--- src/rtl/spram_fifo_nbank.sv ---
// Stream FIFO built from NUM_BANKS interleaved single-port RAM banks, with a
// 2-entry prefetch output stage, exact occupancy and almost-full/empty flags.
module spram_fifo_nbank #(
  parameter int unsigned DATA_WIDTH = 8,
  parameter int unsigned DEPTH      = 32,
  parameter int unsigned NUM_BANKS  = 2,
  parameter int unsigned AF_LEVEL   = DEPTH - 2,
  parameter int unsigned AE_LEVEL   = 2,
  parameter int unsigned CW         = $clog2(DEPTH + 2) + 1
) (
  input  logic                  clk,
  input  logic                  rst_n,
  input  logic                  s_valid,
  output logic                  s_ready,
  input  logic [DATA_WIDTH-1:0] s_data,
  output logic                  m_valid,
  input  logic                  m_ready,
  output logic [DATA_WIDTH-1:0] m_data,
  output logic [CW-1:0]         count,
  output logic                  almost_full,
  output logic                  almost_empty,
  output logic                  overflow_err
);

  localparam int unsigned AW   = $clog2(DEPTH);
  localparam int unsigned BW   = $clog2(NUM_BANKS);
  localparam int unsigned RW   = AW - BW;
  localparam int unsigned ROWS = DEPTH / NUM_BANKS;
  localparam int unsigned RCW  = AW + 1;

  logic [AW-1:0]         waddr_q, waddr_d, raddr_q, raddr_d;
  logic [RCW-1:0]        ram_cnt_q, ram_cnt_d;
  logic                  inflight_q;
  logic [1:0]            out_cnt_q, out_cnt_d;
  logic [DATA_WIDTH-1:0] out0_q, out0_d, out1_q, out1_d;
  logic [DATA_WIDTH-1:0] rd_data_q;
  logic [CW-1:0]         count_q, count_d;
  logic                  af_q, af_d, ae_q, ae_d, ovf_q, ovf_d;

  logic [DATA_WIDTH-1:0] mem_q [NUM_BANKS][ROWS];

  logic          pop, rd_issue, write_blocked, wr_en;
  logic [BW-1:0] wbank, rbank;
  logic [RW-1:0] wrow, rrow;

  assign wbank = waddr_q[BW-1:0];
  assign rbank = raddr_q[BW-1:0];
  assign wrow  = waddr_q[AW-1:BW];
  assign rrow  = raddr_q[AW-1:BW];

  assign m_valid = (out_cnt_q != 2'd0);
  assign pop     = m_valid && m_ready;

  // Prefetch counts a same-cycle pop as freed space so reads sustain full rate.
  assign rd_issue = (ram_cnt_q != '0) &&
                    (({1'b0, out_cnt_q} + {2'b00, inflight_q} - {2'b00, pop}) < 3'd2);

  // Read wins a bank conflict; the write retries next cycle on a different read bank.
  assign write_blocked = rd_issue && (wbank == rbank);
  assign s_ready       = (ram_cnt_q < RCW'(DEPTH)) && !write_blocked;
  assign wr_en         = s_valid && s_ready;

  assign m_data       = out0_q;
  assign count        = count_q;
  assign almost_full  = af_q;
  assign almost_empty = ae_q;
  assign overflow_err = ovf_q;

  always_comb begin
    waddr_d   = waddr_q;
    raddr_d   = raddr_q;
    out_cnt_d = out_cnt_q;
    out0_d    = out0_q;
    out1_d    = out1_q;

    if (wr_en)    waddr_d = waddr_q + AW'(1);
    if (rd_issue) raddr_d = raddr_q + AW'(1);

    ram_cnt_d = ram_cnt_q + RCW'(wr_en) - RCW'(rd_issue);

    // Output stage: head register drives m_data directly and holds when emptied.
    if (pop && inflight_q) begin
      if (out_cnt_q == 2'd2) begin
        out0_d = out1_q;
        out1_d = rd_data_q;
      end else begin
        out0_d = rd_data_q;
      end
    end else if (pop) begin
      if (out_cnt_q == 2'd2) out0_d = out1_q;
      out_cnt_d = out_cnt_q - 2'd1;
    end else if (inflight_q) begin
      if (out_cnt_q == 2'd0) out0_d = rd_data_q;
      else                   out1_d = rd_data_q;
      out_cnt_d = out_cnt_q + 2'd1;
    end

    count_d = count_q + CW'(wr_en) - CW'(pop);
    af_d    = (count_d >= CW'(AF_LEVEL));
    ae_d    = (count_d <= CW'(AE_LEVEL));
    ovf_d   = ovf_q || (s_valid && !s_ready);
  end

  always_ff @(posedge clk or negedge rst_n) begin
    if (!rst_n) begin
      waddr_q    <= '0;
      raddr_q    <= '0;
      ram_cnt_q  <= '0;
      inflight_q <= 1'b0;
      out_cnt_q  <= 2'd0;
      out0_q     <= '0;
      out1_q     <= '0;
      count_q    <= '0;
      af_q       <= 1'b0;
      ae_q       <= 1'b1;
      ovf_q      <= 1'b0;
    end else begin
      waddr_q    <= waddr_d;
      raddr_q    <= raddr_d;
      ram_cnt_q  <= ram_cnt_d;
      inflight_q <= rd_issue;
      out_cnt_q  <= out_cnt_d;
      out0_q     <= out0_d;
      out1_q     <= out1_d;
      count_q    <= count_d;
      af_q       <= af_d;
      ae_q       <= ae_d;
      ovf_q      <= ovf_d;
    end
  end

  // Bank storage: contents survive reset; each bank sees at most one access per cycle.
  always_ff @(posedge clk) begin
    if (wr_en)    mem_q[wbank][wrow] <= s_data;
    if (rd_issue) rd_data_q          <= mem_q[rbank][rrow];
  end

endmodule

--- config.mk ---
export PLATFORM = sky130hd
export DESIGN_NAME = spram_fifo_nbank
export DESIGN_NICKNAME = d
export VERILOG_FILES = /design/src/rtl/spram_fifo_nbank.sv
export SDC_FILE = /design/constraint.sdc
export NUM_CORES = 1
export LEC_CHECK = 0
export CORE_ASPECT_RATIO = 0.7
export CORE_MARGIN = 2
export CORE_UTILIZATION = 50
export DETAILED_ROUTE_END_ITERATION = 8
export PLACE_DENSITY_LB_ADDON = 0.15
export SETUP_SLACK_MARGIN = 0.15
export SLEW_MARGIN = 15
export SYNTH_ARGS = -nofsm -noshare
export SYNTH_HDL_FRONTEND = slang
export SYNTH_SLANG_ARGS = --single-unit
--- constraint.sdc ---
create_clock -name clk -period 6.7 [get_ports clk]
set_input_delay 1.005 -clock clk [delete_from_list [all_inputs] [get_ports clk]]
set_output_delay 1.005 -clock clk [all_outputs]
set_load 0.01 [all_outputs]
==> impl_metrics.ini <==
[outcome]
status = completed

[layout]
drive_above_1_share_pct = 18.2
fin_util_pct = 57.7
regArea_um2 = 9060
area_growth_pct = 13.7
multi_input_area_um2 = 3180
antenna_cells = 0
n_fill_cell = 1824
fin_nets = 765

[setup_path]
cp.required_ns = 7.14
arrival_ns = 5.52
worst_setup_path_start_kind = input pin
r2r_slack_ns = 2.19
setup.worst_path.start = m_ready
critPathKind = input pin to flip-flop
reg2reg_from = out_cnt_q[1]
critical_path.max_fanout = 8
endpoint_kind = flip-flop

[global_route]
grt_pass1_vias = 6507
grtUsageTotal_pct = 20.6
grt_pass1_wl_um = 39500
grt_antenna_before_repair = 0
grt_max_degree = 46
grt-ovfl-total = 0

[placement]
hpwl_um = 16500
io_buffers = 31
gp_congestion = 0.826
pre_cts_ws_ns = 1.09

[sta]
post-route-period-util_pct = 75.8
rsz0062_at_grt = no
period_minus_slack_ns = 5.08
tightest_slew_ns = 1.09
max_freq_ghz = 0.197
layout_setup_ws_ns = 1.62
final_max_slew_viol_count = 0
fin_worst_skew_ns = 0.0105
relSlewSlack_pct = 26.8
hold_viol = 0
setup_viol = 0
fin_tns_setup_ns = 0

[die]
coreArea_um2 = 24600
die-area_um2 = 26200
die_h_um = 136
ioPinCount = 32
rows = 48
initial_utilization_pct = 50.7
die_x_um = 193

[clock_network]
htree_num_levels = 1
insertion_delay_ns = 0.54
numCtsBuffers = 29
cts_hold_buffers = 0
clockRootBuffer = clkbuf_16
clk_path_buf_depth = 3
post_cts_buffers = 0
cts_sinks = 309
post_cts_resized = 0
clkTransAtPathRegs_ns = 0.06
cts_tree = built

[yosys]
post_synth.cell_area_avg_um2 = 18.0
seq_area_frac_synth_pct = 72.7
syn-cell-area_um2 = 12500
synth_cell_types = 47
synth_top_family_by_area = multiplexers
synthSimpleGateAreaFrac_pct = 4.32
synth_compound_area_share_pct = 4.67
synth_edf_count = 264
synthArstFlopShare_pct = 14.6
synth-adder-area-share_pct = 2.29
synth_mux_area_share_pct = 12.9
synthFlopType = edfxtp_1
synth_seq_cells = 309
synth_nets = 724
synthCells = 691
yosysWarnings = 0
synth_xor_area_share_pct = 1.34

[power]
ir_worst_vdd_mv = 0.263
powerDensity_nw_per_um2 = 462
power_leakage_uw = 0.00488

[drt]
first_pass_iters = 5
drc = 0
drt-total-wl_um = 25700
drt-initial-drc-count = 520
wire_per_inst_um = 23.8
via_per_inst = 5.85
num_vias = 6313
ant_nets = 0

[min_path]
hold_class = input pin to asynchronous set/reset pin

[job]
drv_cap = 0
[cell families after synthesis]
family,after synthesis
and+or+nand+nor,104
AOI/OAI and AO/OA,85
muxes,99
DFF,309
buffers and inverters,54
xor gates and xnor gates,19
adders and majority gates,21
[synthesized netlist by cell type, types with 14 or more instances]
library cell / n / area, um^2
clkbuf_1: 14 / 52.6
mux2i_1: 41 / 410
mux4_2: 48 / 1080
edfxtp_1: 264 / 7930
nor2_1: 41 / 154
dfrtp_1: 44 / 1100
nand2_1: 21 / 78.8
ha_1: 18 / 225
inv_1: 23 / 86.3
a21oi_1: 19 / 95.1
o21ai_0: 15 / 75.1
[power breakdown]
group / internal [uW] / switching (uW)
clock network: 1130 / 693
registers: 2360 / 268
logic: 975 / 1120
[critical path, cell delays in order]
cell             delay (ns)
clkdlybuf4s50_1        0.60
nand2_1                0.10
nor2_1                 0.18
o21ai_0                0.14
fa_1                   0.39
xor2_1                 0.18
nor4b_2                0.50
nor3b_4                0.13
inv_2                  0.15
ha_1                   0.24
inv_1                  0.05
ha_1                   0.15
inv_1                  0.05
fa_1                   0.40
nor2b_1                0.18
o221a_2                0.24
o32ai_1                0.09
a2111oi_0              0.45
nor4b_1                0.29
[metal layers]
layer | vias up | routed length, um | global-route usage, %
li1 | 2823 | - | -
met3 | 38 | 1610 | 4.41
met2 | 177 | 11700 | 30.8
met4 | 0 | 543 | 5.22
met1 | 3275 | 11800 | 31.2
met5 | - | 0 | 0
[stage by stage]
stage                     total power [uW]  instances  hold WS (ns)  area, um^2
after floorplan                       4080        691         0.471       12500
after global routing                  6900       1079         0.505       14200
after detailed placement              4770       1026         0.458       13100
final                                 6540       1079         0.469       14200
after CTS                             6600       1079         0.478       14200
after global placement                4700       1026         0.449       13100
[placed cells by master (no fill, tap or decap), types with 8 or more instances in the layout]
| cell type | n |
|---|---|
| a2111oi_0 | 8 |
| a21oi_1 | 19 |
| a22o_1 | 8 |
| a22oi_1 | 8 |
| buf_4 | 10 |
| bufinv_16 | 8 |
| clkbuf_16 | 29 |
| clkdlybuf4s50_1 | 25 |
| clkinv_2 | 8 |
| dfrtp_1 | 43 |
| edfxtp_1 | 264 |
| ha_1 | 18 |
| inv_1 | 23 |
| mux2_2 | 10 |
| mux2i_1 | 41 |
| mux4_2 | 48 |
| nand2_1 | 21 |
| nor2_1 | 41 |
| o21ai_0 | 15 |
| o221ai_1 | 8 |
| o22ai_1 | 8 |
| xnor2_1 | 10 |
| xor2_1 | 9 |
[path summary, 6_finish.rpt]
check / endpoint / depth (start not counted)
max: almost_empty / 19
max in group asynchronous: raddr_q[0] / 1
min: overflow_err / 1
min reg2reg: overflow_err / 1
max reg2reg: almost_empty / 18
min in group clk: overflow_err / 1
[sequential cells by signal (all words and copies together), names as in the netlist]
| name | flops |
|---|---|
| mem_q | 256 |
| m_data | 8 |
| out1_q | 8 |
| rd_data_q | 8 |
| count | 7 |
| ram_cnt_q | 6 |
| raddr_q | 5 |
| waddr_q | 5 |
| out_cnt_q | 2 |
| almost_empty | 1 |
| almost_full | 1 |
| inflight_q | 1 |
| overflow_err | 1 |
[area by class of cell]
cell class              count  share of cell area [%]
clock inverters            20                    2.16
clock buffers              33                    5.44
inverters                  24                   0.636
flip-flops and latches    309                    64.0
multi-input cells         328                    22.5
well taps                 325                    2.87
repair buffers             40                    2.47
Note: power is estimated with default switching activity, not from simulation.
